==> config.mk <==
export PLATFORM = sky130hd
export DESIGN_NAME = stm32_req_scheduler
export DESIGN_NICKNAME = d
export VERILOG_FILES = /design/src/rtl/stm32_req_scheduler.sv
export SDC_FILE = /design/constraint.sdc
export NUM_CORES = 1
export LEC_CHECK = 0
export CAP_MARGIN = 20
export CORE_UTILIZATION = 34
export CTS_CLUSTER_SIZE = 8
export DETAILED_ROUTE_END_ITERATION = 7
export GPL_ROUTABILITY_DRIVEN = 1
export PLACE_DENSITY = 0.6
export SYNTH_ARGS = -nofsm -noshare
export SYNTH_HDL_FRONTEND = slang
export SYNTH_SLANG_ARGS = --single-unit
==> constraint.sdc <==
create_clock -name CLKCPU_A -period 1.8 [get_ports CLKCPU_A]
set_input_delay 0.36 -clock CLKCPU_A [delete_from_list [all_inputs] [get_ports CLKCPU_A]]
set_output_delay 0.36 -clock CLKCPU_A [all_outputs]
set_load 0.01 [all_outputs]
==> src/rtl/stm32_req_scheduler.sv <==
// Round-robin scheduler for the four STM32 service interrupts: grants one request,
// waits for the synchronised STM32 ready edge (or a timeout) and pulses RELEASE to the CPU.
module stm32_req_scheduler #(
  parameter int TIMEOUT = 4096,
  parameter int CNT_W   = 13
) (
  input  logic       CLKCPU_A,
  input  logic       RST,
  input  logic [3:0] REQ,
  input  logic       ACK_IN,
  output logic [3:0] INT_OUT,
  output logic [1:0] GRANT_ID,
  output logic       BUSY,
  output logic       RELEASE,
  output logic       TIMEOUT_ERR,
  output logic [7:0] ERR_CNT
);

  if (TIMEOUT < 4 || (2 ** CNT_W) <= TIMEOUT) begin : g_param_check
    $error("stm32_req_scheduler: TIMEOUT must be >= 4 and fit in CNT_W bits");
  end

  typedef enum logic [1:0] {
    IDLE  = 2'd0,
    ISSUE = 2'd1,
    DONE  = 2'd2
  } state_t;

  localparam logic [CNT_W-1:0] CNT_LAST = CNT_W'(TIMEOUT - 1);

  state_t           state;
  state_t           state_nxt;
  logic [CNT_W-1:0] cnt;
  logic [CNT_W-1:0] cnt_nxt;
  logic [1:0]       ptr;
  logic [1:0]       ptr_nxt;
  logic             ack_p0;
  logic             ack_p1;
  logic             ack_p2;
  logic             ack_edge;
  logic [2:0]       pick;
  logic             pick_vld;
  logic [1:0]       pick_idx;
  logic             abort;
  logic             expired;
  logic [3:0]       int_nxt;
  logic [1:0]       gid_nxt;
  logic             rel_nxt;
  logic             terr_nxt;
  logic [7:0]       err_nxt;

  // First set request at or above base, wrapping mod 4; bit 2 flags a hit.
  function automatic logic [2:0] rr_pick(input logic [3:0] req, input logic [1:0] base);
    logic [2:0] res;
    logic [1:0] idx;
    res = 3'b000;
    for (int i = 3; i >= 0; i--) begin
      idx = base + 2'(i);
      if (req[idx]) res = {1'b1, idx};
    end
    return res;
  endfunction

  function automatic logic [7:0] sat_inc(input logic [7:0] v);
    return (v == 8'hFF) ? v : v + 8'd1;
  endfunction

  // Stage p0..p2: ACK_IN synchroniser (s1, s2, s3); the rising edge is seen between p1 and p2.
  always_ff @(posedge CLKCPU_A) begin
    if (RST) begin
      ack_p0 <= 1'b0;
      ack_p1 <= 1'b0;
      ack_p2 <= 1'b0;
    end else begin
      ack_p0 <= ACK_IN;
      ack_p1 <= ack_p0;
      ack_p2 <= ack_p1;
    end
  end

  assign ack_edge = ack_p1 & ~ack_p2;
  assign pick     = rr_pick(REQ, ptr);
  assign pick_vld = pick[2];
  assign pick_idx = pick[1:0];
  assign abort    = ~REQ[GRANT_ID];
  assign expired  = (cnt == CNT_LAST);

  always_ff @(posedge CLKCPU_A) begin
    if (RST) begin
      state <= IDLE;
      cnt   <= '0;
      ptr   <= 2'd0;
    end else begin
      state <= state_nxt;
      cnt   <= cnt_nxt;
      ptr   <= ptr_nxt;
    end
  end

  always_comb begin
    state_nxt = state;
    case (state)
      IDLE:    if (pick_vld) state_nxt = ISSUE;
      ISSUE: begin
        if (abort)                    state_nxt = IDLE;
        else if (ack_edge || expired) state_nxt = DONE;
      end
      DONE:    if (abort) state_nxt = IDLE;
      default: state_nxt = IDLE;
    endcase
  end

  // Abort outranks the ack edge, which outranks the timeout.
  always_comb begin
    cnt_nxt  = cnt;
    ptr_nxt  = ptr;
    int_nxt  = INT_OUT;
    gid_nxt  = GRANT_ID;
    rel_nxt  = 1'b0;
    terr_nxt = 1'b0;
    err_nxt  = ERR_CNT;
    case (state)
      IDLE: begin
        if (pick_vld) begin
          gid_nxt = pick_idx;
          int_nxt = 4'b0001 << pick_idx;
          cnt_nxt = '0;
        end
      end
      ISSUE: begin
        cnt_nxt = cnt + CNT_W'(1);
        if (abort) begin
          int_nxt = 4'b0000;
        end else if (ack_edge) begin
          int_nxt = 4'b0000;
          rel_nxt = 1'b1;
        end else if (expired) begin
          int_nxt  = 4'b0000;
          rel_nxt  = 1'b1;
          terr_nxt = 1'b1;
          err_nxt  = sat_inc(ERR_CNT);
        end
      end
      DONE: begin
        if (abort) ptr_nxt = GRANT_ID + 2'd1;
      end
      default: int_nxt = 4'b0000;
    endcase
  end

  always_ff @(posedge CLKCPU_A) begin
    if (RST) begin
      INT_OUT     <= 4'b0000;
      GRANT_ID    <= 2'd0;
      BUSY        <= 1'b0;
      RELEASE     <= 1'b0;
      TIMEOUT_ERR <= 1'b0;
      ERR_CNT     <= 8'd0;
    end else begin
      INT_OUT     <= int_nxt;
      GRANT_ID    <= gid_nxt;
      BUSY        <= (state_nxt != IDLE);
      RELEASE     <= rel_nxt;
      TIMEOUT_ERR <= terr_nxt;
      ERR_CNT     <= err_nxt;
    end
  end

endmodule

==> Yosys cells after proc, flatten, opt, wreduce, memory -nomap -nowiden <==
Index checks and enable logic that the tools add are counted.
Widths: inputs -> output; s select.
{ "word_totals": {"input_bits": 7, "output_inout_bits": 17, "wordCells": 76, "register_bits": 37} }
{ "op_classes": {"order_cmp": 5, "n_eq_ne": 6, "n_shift": 1, "n_reduce_logical": 11, "addsub": 6, "bitwise": 7, "muxes": 28} }
{ "ops": {"columns": ["operator", "n"], "rows": [
  ["$pmux 13 s2", 1],
  ["$mux 4", 4],
  ["$lt 2x3->1 const B", 5],
  ["$add 13x1->13 const B", 1],
  ["$eq 13x12->1 const B", 1],
  ["$mux 13", 1],
  ["$mux 3", 4],
  ["$pmux 4 s3", 1],
  ["$bmux 1 s2", 5],
  ["$add 8x1->8 const B", 1],
  ["$eq 8x8->1 const B", 1],
  ["$mux 2", 4],
  ["$mux 1", 7],
  ["$not 1->1", 6],
  ["$pmux 2 s3", 1],
  ["$reduce_and 2->1", 3],
  ["$reduce_and 5->1", 1],
  ["$add 2x1->2 const B", 2],
  ["$add 2x2->2 const B", 2],
  ["$ne 4x4->1 const B", 1],
  ["$reduce_bool 2->1", 2],
  ["$reduce_or 4->1", 1],
  ["$shl 1x2->4 const A", 1],
  ["$reduce_and 3->1", 1],
  ["7 further kinds", 7]
]} }

==> Depth between registers and ports, before layout <==
Gate-level depths: netlist of the first run.
{ "depth": {"ltp_word": 10, "mapped_depth": 7} }

==> Worst setup path after synthesis of the first run <==
OpenSTA, ideal clock, no wires.
{ "synth_path": {"path_kind": "reg2reg", "startpoint": "register cnt[0]", "endpoint": "register ERR_CNT[6]", "stages_incl_launch_ff": 8, "t_required_ps": 1684, "synth_period_minus_slack_ps": 1821, "setup_ps": 116, "slack_ps": -21, "path_buffers": 1, "t_arrival_ps": 1705, "path_cell_list": "dfxtp_1 > ha_1 > and3_1 > and3_1 > buf_6 > nand2_2 > or4b_1 > and3b_1"} }
{ "synth_between": {"elab_chain_cells": 2} }
{ "synth_rtl": {"columns": ["item", "line", "source"], "rows": [
  ["from (decl)", "33", "logic [CNT_W-1:0] cnt;"],
  ["from (signal assigned)", "95", "cnt <= cnt_nxt;"],
  ["$eq 13x12->1", "86", "assign expired = (cnt == CNT_LAST);"],
  ["$reduce_and 5->1 (no source line)", null, null],
  ["to (signal assigned)", "165", "ERR_CNT <= err_nxt;"],
  ["to (decl)", "16", "output logic [7:0] ERR_CNT"]
]} }
No other way between the ends.
A chain may end at the register's enable or synchronous reset.

==> Worst setup path in the final report of the first run <==
{ "layout_path": {"startpoint": "register cnt[6]", "endpoint": "register ERR_CNT[6]"} }
Same word-level chain as after synthesis.

==> metrics, run 1 <==
required time worst endpoint=1990 ps; Power Dens Cells=678.0 nW/um2; # clock sinks=37; Seq/Total Area, Yosys=42.68%; wire per inst=12.36 um; CTS Buf Count=5; status=finished clean; Slew HR=66.07%; Net Count, Synth=207; Starting Density=36.03%; startpoint types=register; Hold WC Path Type=register to register; critical path fanouts, max=4; core area=4817 um2; Final min period=1736 ps; Skew-Pair Late Insertion Delay=290 ps; dominant synthesized flop cell=dfxtp_1; placed insts=311; Inserted Diodes=0; count of cell types in the netlist=48; Die Width=73.45 um; row count=25; endpoints failing setup=0; design area=2397 um2; H-tree level count=2; PortBufs=23; nets=263; area of placed instances=2260 um2; Reg2Reg Depth=5; CTS tree=done; Clock Skew=6.208 ps; Reg clk slew, reported paths=70 ps; Final Hold Vio Count=0; fin crit share=96.44%; vias=1587; f_max=0.5760 GHz; ANT nets after route=0; die height=73.45 um; vias in the first global route=1405; vias per cell=4.929; Peak VDD IR=0.0003292 V; DRT iter0 DRCs=71; Total GRT Usage=15.99%; CP arrival=1920 ps; Syn Inst Count=198; layout cells sized above 1=23.14%; RSZ-0062 raised after global routing=no; Leak Pwr=0.8984 nW; EDFF count, synth=0; hold_buf cts=0; drt total wl=3.981 mm; max_cap viols=0; Hold Slack=435.2 ps; max-slew violation count=0; gr ovfl total=0; YS warnings=0; Remaining DRCs=0; Slew @ Worst Pin=505.1 ps; IO Count=24; worst hold stages=1; CTS max path bufs=2; fraction of registers with async set/reset=0%; Root Buffer=clkbuf_8; Cell Area, Synth=1735 um2; initial antenna violation count=0; non-filler instance count after layout=322; critical path class=register to register; largest net degree at the start of global routing=18; global-route wire length before repair=6.506 mm; syn avg cell area=8.765 um2; die area=5394 um2; Post-DP HPWL=2.807 mm; drt pass-1 iters=4; Seq cells post-synth=37; synthesis-to-finish area growth=38.14%; overall power=1.625 mW; Routability Congestion=0.7787; crit path capture type=register
-- routing by layer --
metal	global-route usage [%]	share of wire (%)	vias up
met5	0	0	-
met4	7.051	1.8	0
met3	3.704	3.0	6
met2	24.87	44	23
met1	21.07	51	722
li1	-	-	836
-- layout by cell type (no fill, tap or decap), drive strengths merged, types with 6 or more instances in the layout --
cell            n
dfxtp          37
buf            36
a21oi          23
clkdlybuf4s50  19
nor2           18
nand2           9
o21ai           9
nor3            8
nand3           8
nor2b           7
clkbuf          6
-- cell type report --
class / instances / area, um2
inverters: 5 / 18.77
clock buffers: 6 / 72.57
well taps: 67 / 83.83
flip-flops and latches: 37 / 744.5
fillers: 497 / 2420
repair buffers: 59 / 495.5
clock inverters: 2 / 10.01
multi-input cells: 146 / 972.2
-- sequential cells by signal (all words and copies together) (netlist names) --
name	flops
BUSY	1
ERR_CNT	8
GRANT_ID	2
INT_OUT	4
RELEASE	1
TIMEOUT_ERR	1
ack_p0	1
ack_p1	1
ack_p2	1
cnt	13
ptr	2
state	2
-- path summary, 6_finish.rpt --
path                            startpoint         end  slack (ps)
worst min-delay path                ack_p0      ack_p1         440
worst min register to register      ack_p0      ack_p1         440
worst max register to register      cnt[6]  ERR_CNT[6]          60
worst max-delay path                cnt[6]  ERR_CNT[6]          60
-- kinds of logic (layout without fill, tap and decap cells) --
kind of cell               count (synthesis)  after routing  share of synthesized area [%]
and+or+nand+nor                           84             84                          28.55
AOI/OAI and AO/OA                         53             53                          19.18
DFF                                       37             37                          42.68
buffers and inverters                     15             72                          3.749
xor gates and xnor gates                   5              5                          2.524
adders and majority gates                  2              2                          1.442
muxes                                      2              2                          1.874
-- power by group --
part	total [mW]	switching, mW	internal [mW]
sequential	0.847	0.00950	0.837
clock	0.561	0.292	0.268
combinational	0.218	0.112	0.106
total	1.63	0.414	1.21
-- what timing repair did --
item	in CTS	in global routing
setup buffers	0	3
pin swaps	1	4
endpoints found under the hold margin	0	0
endpoints found under the setup margin	9	7
resized for setup	8	5
-- worst max-delay path, stage by stage (launching register included) --
cell and delay, ps:
dfxtp_1 380, and4_1 300, and3_4 250, nand2_2 60
or4b_1 460, and3b_1 190
-- Yosys cell counts (2+ instances only) --
cell	instances	area, um2
a41oi_1	2	17.52
xnor2_1	3	26.28
and3_1	3	18.77
dfxtp_1	37	740.7
inv_1	5	18.77
ha_1	2	25.02
nand2b_1	5	31.28
and2_1	2	12.51
nor2b_1	7	43.79
xor2_1	2	17.52
o21ai_0	2	10.01
nor3_1	8	40.04
o21bai_1	3	22.52
a22o_1	4	35.03
a211oi_1	4	30.03
nor2_1	17	63.81
and4_1	5	43.79
or3_1	5	31.28
a21oi_1	23	115.1
nand2_1	8	30.03
nand3_1	8	40.04
o21ai_1	7	35.03
clkbuf_1	8	30.03
nand4_1	4	25.02
-- through the flow --
step | setup TNS (ps) | setup WS [ps] | util, %
floorplan | 0 | 5.663 | -
global placement | -5930 | -331.2 | 46.91
detailed placement | -6974 | -391.4 | 46.91
CTS | 0 | 13.64 | 48.78
global route | 0 | 6.334 | 49.77
finish | 0 | 63.99 | 49.77
No activity file was read; power rests on OpenSTA's default activity.
==> run 2, diff against run 1 <==
- CAP_MARGIN: 20 -> default
- CTS_BUF_LIST: default -> sky130_fd_sc_hd__clkbuf_4 sky130_fd_sc_hd__clkbuf_8 sky130_fd_sc_hd__clkbuf_16
==> run 2 against run 1 <==
  * First-iteration DRC count unchanged
  * Total power is 0.85% higher
  * Combinational power about the same
  * Sequential cell count unchanged
  * Core utilization up 0.078 points
  * Critical path type unchanged
==> metrics, run 2 (same netlist as run 1, synthesis figures left out) <==
max reg flops=13; row count=25; Reg2Reg Setup Slack=60 ps; overall power=1.639 mW; Skew-Pair Late Insertion Delay=290 ps; f_max=0.5763 GHz; RSZ-0062 raised after global routing=no; synthesis-to-finish area growth=38.36%; endpoints failing setup=0; max_cap viols=0; Inserted Diodes=0; largest registers=cnt: 13 flops, ERR_CNT: 8 flops, INT_OUT: 4 flops; Final Hold Vio Count=0; leading cell type in the layout, fill and taps excluded=buf_4; core area=4817 um2; area of placed instances=2260 um2; worst flop-to-flop path endpoint=ERR_CNT[6]; Crit path buffers/inverters=0; Clock Skew=5.949 ps; commonest non-fill, non-tap cells in the layout=buf_4, dfxtp_1, a21oi_1, clkdlybuf4s50_1, nor2_1; # clock sinks=37; max-slew violation count=0; largest net degree at the start of global routing=18; PortBufs=23; CP delay by family, top=simple AND/OR/NAND/NOR gates; initial antenna violation count=0; Slowest-stage cell, CP=or4b_1; crit path capture type=register; worst hold stages=1; design area=2401 um2; startpoint types=register; Power Dens Cells=682.7 nW/um2; vias per cell=4.929; Reg clk slew, reported paths=70 ps; wire per inst=12.34 um; CP arrival=1920 ps; startpoint of the worst hold path=ack_p0; ANT nets after route=0; Fin Setup TNS=0 ps; PnR worst setup slack=64.78 ps; fin crit share=96.40%; required time worst endpoint=1990 ps; Hold EP=ack_p1; CP Cell Sequence=and4_1 > and3_4 > nand2_2 > or4b_1 > and3b_1; Reg2Reg Depth=5; Die Width=73.45 um; gr ovfl total=0; global-route wire length before repair=6.506 mm; nets=263; IO Count=24; status=finished clean; Root Buffer=clkbuf_8; Post-DP HPWL=2.807 mm; Starting Density=36.03%; Worst R2R Start=cnt[6]; layout cells sized above 1=23.53%; Peak VDD IR=0.0003267 V; H-tree level count=2; die area=5394 um2; Slew HR=66.07%; critical path fanouts, max=4; slowest stage delay, CP=460 ps; Hold Slack=434.5 ps; Final min period=1735 ps; vias in the first global route=1405; DRT iter0 DRCs=71; Leak Pwr=0.9018 nW; Hold WC Path Type=register to register; Remaining DRCs=0; Total GRT Usage=15.99%; Slew @ Worst Pin=505.1 ps; vias=1587; critical path class=register to register; Routability Congestion=0.7787; CTS Buf Count=5; drt total wl=3.975 mm; drt pass-1 iters=4; die height=73.45 um; CTS tree=done; largest register by flop count=cnt; worst slack, placed=-391.4 ps; CTS max path bufs=2
==> run 2: through the flow <==
stage	std cells	utilization, %
3_5_place_dp	311	46.91
3_3_place_gp	311	46.91
6_report	322	49.84
4_1_cts	319	48.86
5_1_grt	322	49.84
2_1_floorplan	198	-
==> run 2: layout make-up <==
cell class,count,area [um2]
Clock inverter,2,10.01
Sequential cell,37,744.5
Timing Repair Buffer,59,495.5
Clock buffer,6,76.32
Inverter,5,18.77
Tap cell,67,83.83
Fill cell,496,2416
Multi-Input combinational cell,146,972.2
==> run 2: metal layers <==
layer,share of wire (%),up-vias,wire length (um),track usage [%]
li1,-,836,-,-
met1,51,722,2037,21.07
met2,44,23,1746,24.87
met3,3.0,6,119,3.704
met4,1.8,0,72,7.051
met5,0,-,0,0
==> run 2: where the power goes <==
part	switching (mW)	leakage, nW	internal (mW)
Clock	0.291	0.0484	0.283
Combinational	0.112	0.552	0.106
Sequential	0.00950	0.301	0.837
==> run 2: worst max-delay path by stage <==
| stage | start | to | slack (ps) | depth (start not counted) |
|---|---|---|---|---|
| finish | cnt[6] | ERR_CNT[6] | 60 | 5 |
| global route | cnt[11] | ERR_CNT[4] | 6 | 5 |
| CTS | cnt[11] | ERR_CNT[6] | 10 | 5 |
| detailed placement | REQ[1] | cnt[2] | -390 | 6 |
| global placement | REQ[2] | ERR_CNT[6] | -330 | 5 |
| floorplan | cnt[1] | ERR_CNT[6] | 6 | 7 |
==> run 2: worst register-to-register path, stage by stage, from the launching register on <==
cell and delay, ps:
dfxtp_1 380, and4_1 300, and3_4 250, nand2_2 60
or4b_1 460, and3b_1 190
==> run 2: timing repair <==
action / CTS / global route
pin swaps: 1 / 4
buffers inserted: 0 / 3
hold buffers: 0 / 0
setup endpoints to repair: 9 / 7
gates resized for setup: 8 / 5
==> run 3, diff against run 2 <==
- PLACE_DENSITY: 0.6 -> 0.58
- clock period: 1.8 -> 2 ns (I/O delays scaled with it)
==> run 3 against run 2 <==
  * Total power decreased by 7.4%
  * Design area is 5.5% lower
  * Core utilization down 2.7 points
  * Sequential power shrank 9.6%
  * Critical endpoint unchanged
  * Non-clock buffer count down 16
==> metrics, run 3 (same netlist as run 1, synthesis figures left out) <==
slowest stage delay, CP=510 ps; startpoint of the worst hold path=ack_p0; CTS max path bufs=2; Crit path buffers/inverters=1; launch point of the worst path=REQ[1]; nets=247; vias=1546; Power Dens Cells=669.0 nW/um2; placed insts=298; Routability Congestion=0.7279; WL met2=1.719 mm; design area=2270 um2; drt pass-1 iters=4; fin crit share=93.59%; Hold WC Path Type=register to register; Leak Pwr=0.8204 nW; largest registers=cnt: 13 flops, ERR_CNT: 8 flops, INT_OUT: 4 flops; Final Hold Vio Count=0; final core utilization=47.12%; max reg flops=13; overall power=1.518 mW; status=finished clean; IO Count=24; CTS Buf Count=5; PortBufs=23; critical path fanouts, max=8; Slew @ Worst Pin=388.2 ps; gr ovfl total=0; synthesis-to-finish area growth=30.79%; leading cell type in the layout, fill and taps excluded=dfxtp_1; Slowest-stage cell, CP=clkdlybuf4s50_1; DRT iter0 DRCs=76; Root Buffer=clkbuf_8; Slew HR=74.12%; PnR worst setup slack=128.2 ps; endpoints failing setup=0; die area=5394 um2; Reg clk slew, reported paths=70 ps; CP arrival=2050 ps; routed wl met3=134 um; vias in the first global route=1436; # clock sinks=37; Skew-Pair Late Insertion Delay=280 ps; commonest non-fill, non-tap cells in the layout=dfxtp_1, clkdlybuf4s50_1, a21oi_1, buf_4, nor2_1; Highest Signal Layer=met4; initial antenna violation count=0; Clock Skew=2.544 ps; worst slack, placed=-237.3 ps; row count=25; crit path capture type=register; vias per cell=5.052; Post-DP HPWL=2.763 mm; max_cap viols=0; area of placed instances=2153 um2; wl on met1=1.860 mm; CTS tree=done; Remaining DRCs=0; CP Cell Sequence=clkdlybuf4s50_1 > mux4_2 > nand3_1 > or4b_1 > and3b_1; largest register by flop count=cnt; die height=73.45 um; required time worst endpoint=2180 ps; global-route wire length before repair=6.644 mm; critical path class=primary input to register; Final min period=1872 ps; layout cells sized above 1=15.48%; max-slew violation count=0; Inserted Diodes=0; wire per inst=12.36 um; core area=4817 um2; Die Width=73.45 um; Post-CTS Setup Inserts=0; Peak VDD IR=0.0003580 V; startpoint types=primary input; non-filler instance count after layout=306; Total GRT Usage=15.98%; largest net degree at the start of global routing=22; drt total wl=3.781 mm; RSZ-0062 raised after global routing=no; CP delay by family, top=simple AND/OR/NAND/NOR gates; Starting Density=36.03%; H-tree level count=2; Worst R2R Start=cnt[1]; ANT nets after route=0; f_max=0.5342 GHz
## run 3: cell types whose count changed in the layout (fill, tap and decap cells not counted), sizes merged
| cell | before | now |
|---|---|---|
| clkbuf | 6 | 7 |
| clkinv | 2 | 1 |
| buf | 36 | 20 |
| dlygate4sd2 | 4 | 0 |
| clkdlybuf4s50 | 19 | 23 |
## run 3: final timing paths
| kind | to | cells past startpoint | slack (ps) |
|---|---|---|---|
| min reg2reg | ack_p1 | 1 | 460 |
| min | ack_p1 | 1 | 460 |
| max | ERR_CNT[6] | 5 | 130 |
| max reg2reg | ERR_CNT[6] | 6 | 150 |
## run 3: worst register-to-register path, cell delays in order (launching register included)
cell	delay, ps
dfxtp_1	370
ha_1	200
and3_1	220
and3_4	230
nand2_2	60
or4b_1	490
and3b_1	190
## run 3: cell type report
cell class	instances	area, um2
inverters	5	18.77
fillers	501	2547
repair buffers	43	380.4
multi-input cells	146	943.4
clock inverters	1	5.005
clock buffers	7	96.34
flip-flops and latches	37	742.0
well taps	67	83.83
## run 3: stage by stage
step | hold slack [ps] | TNS (ps)
final | 459.9 | 0
after global routing | 479.6 | 0
after CTS | 458.2 | 0
after detailed placement | 448.2 | -2229
after global placement | 423.2 | -2045
after floorplan | 413.8 | 0
## run 3: routing by layer
layer / GRT usage [%] / vias up
met4: 6.410 / 0
met1: 21.20 / 709
met2: 24.77 / 23
li1: - / 808
met5: 0 / -
met3: 3.978 / 6
## run 3: what timing repair did
item / in CTS / in global routing
hold buffers: 0 / 0
setup endpoints to repair: 0 / 8
resized for setup: 0 / 5
## run 3: power breakdown
group	total (mW)	internal (mW)	switching [mW]	leakage (nW)
Combinational	0.180	0.0878	0.0927	0.466
Sequential	0.766	0.754	0.0129	0.300
Clock	0.571	0.311	0.260	0.0542
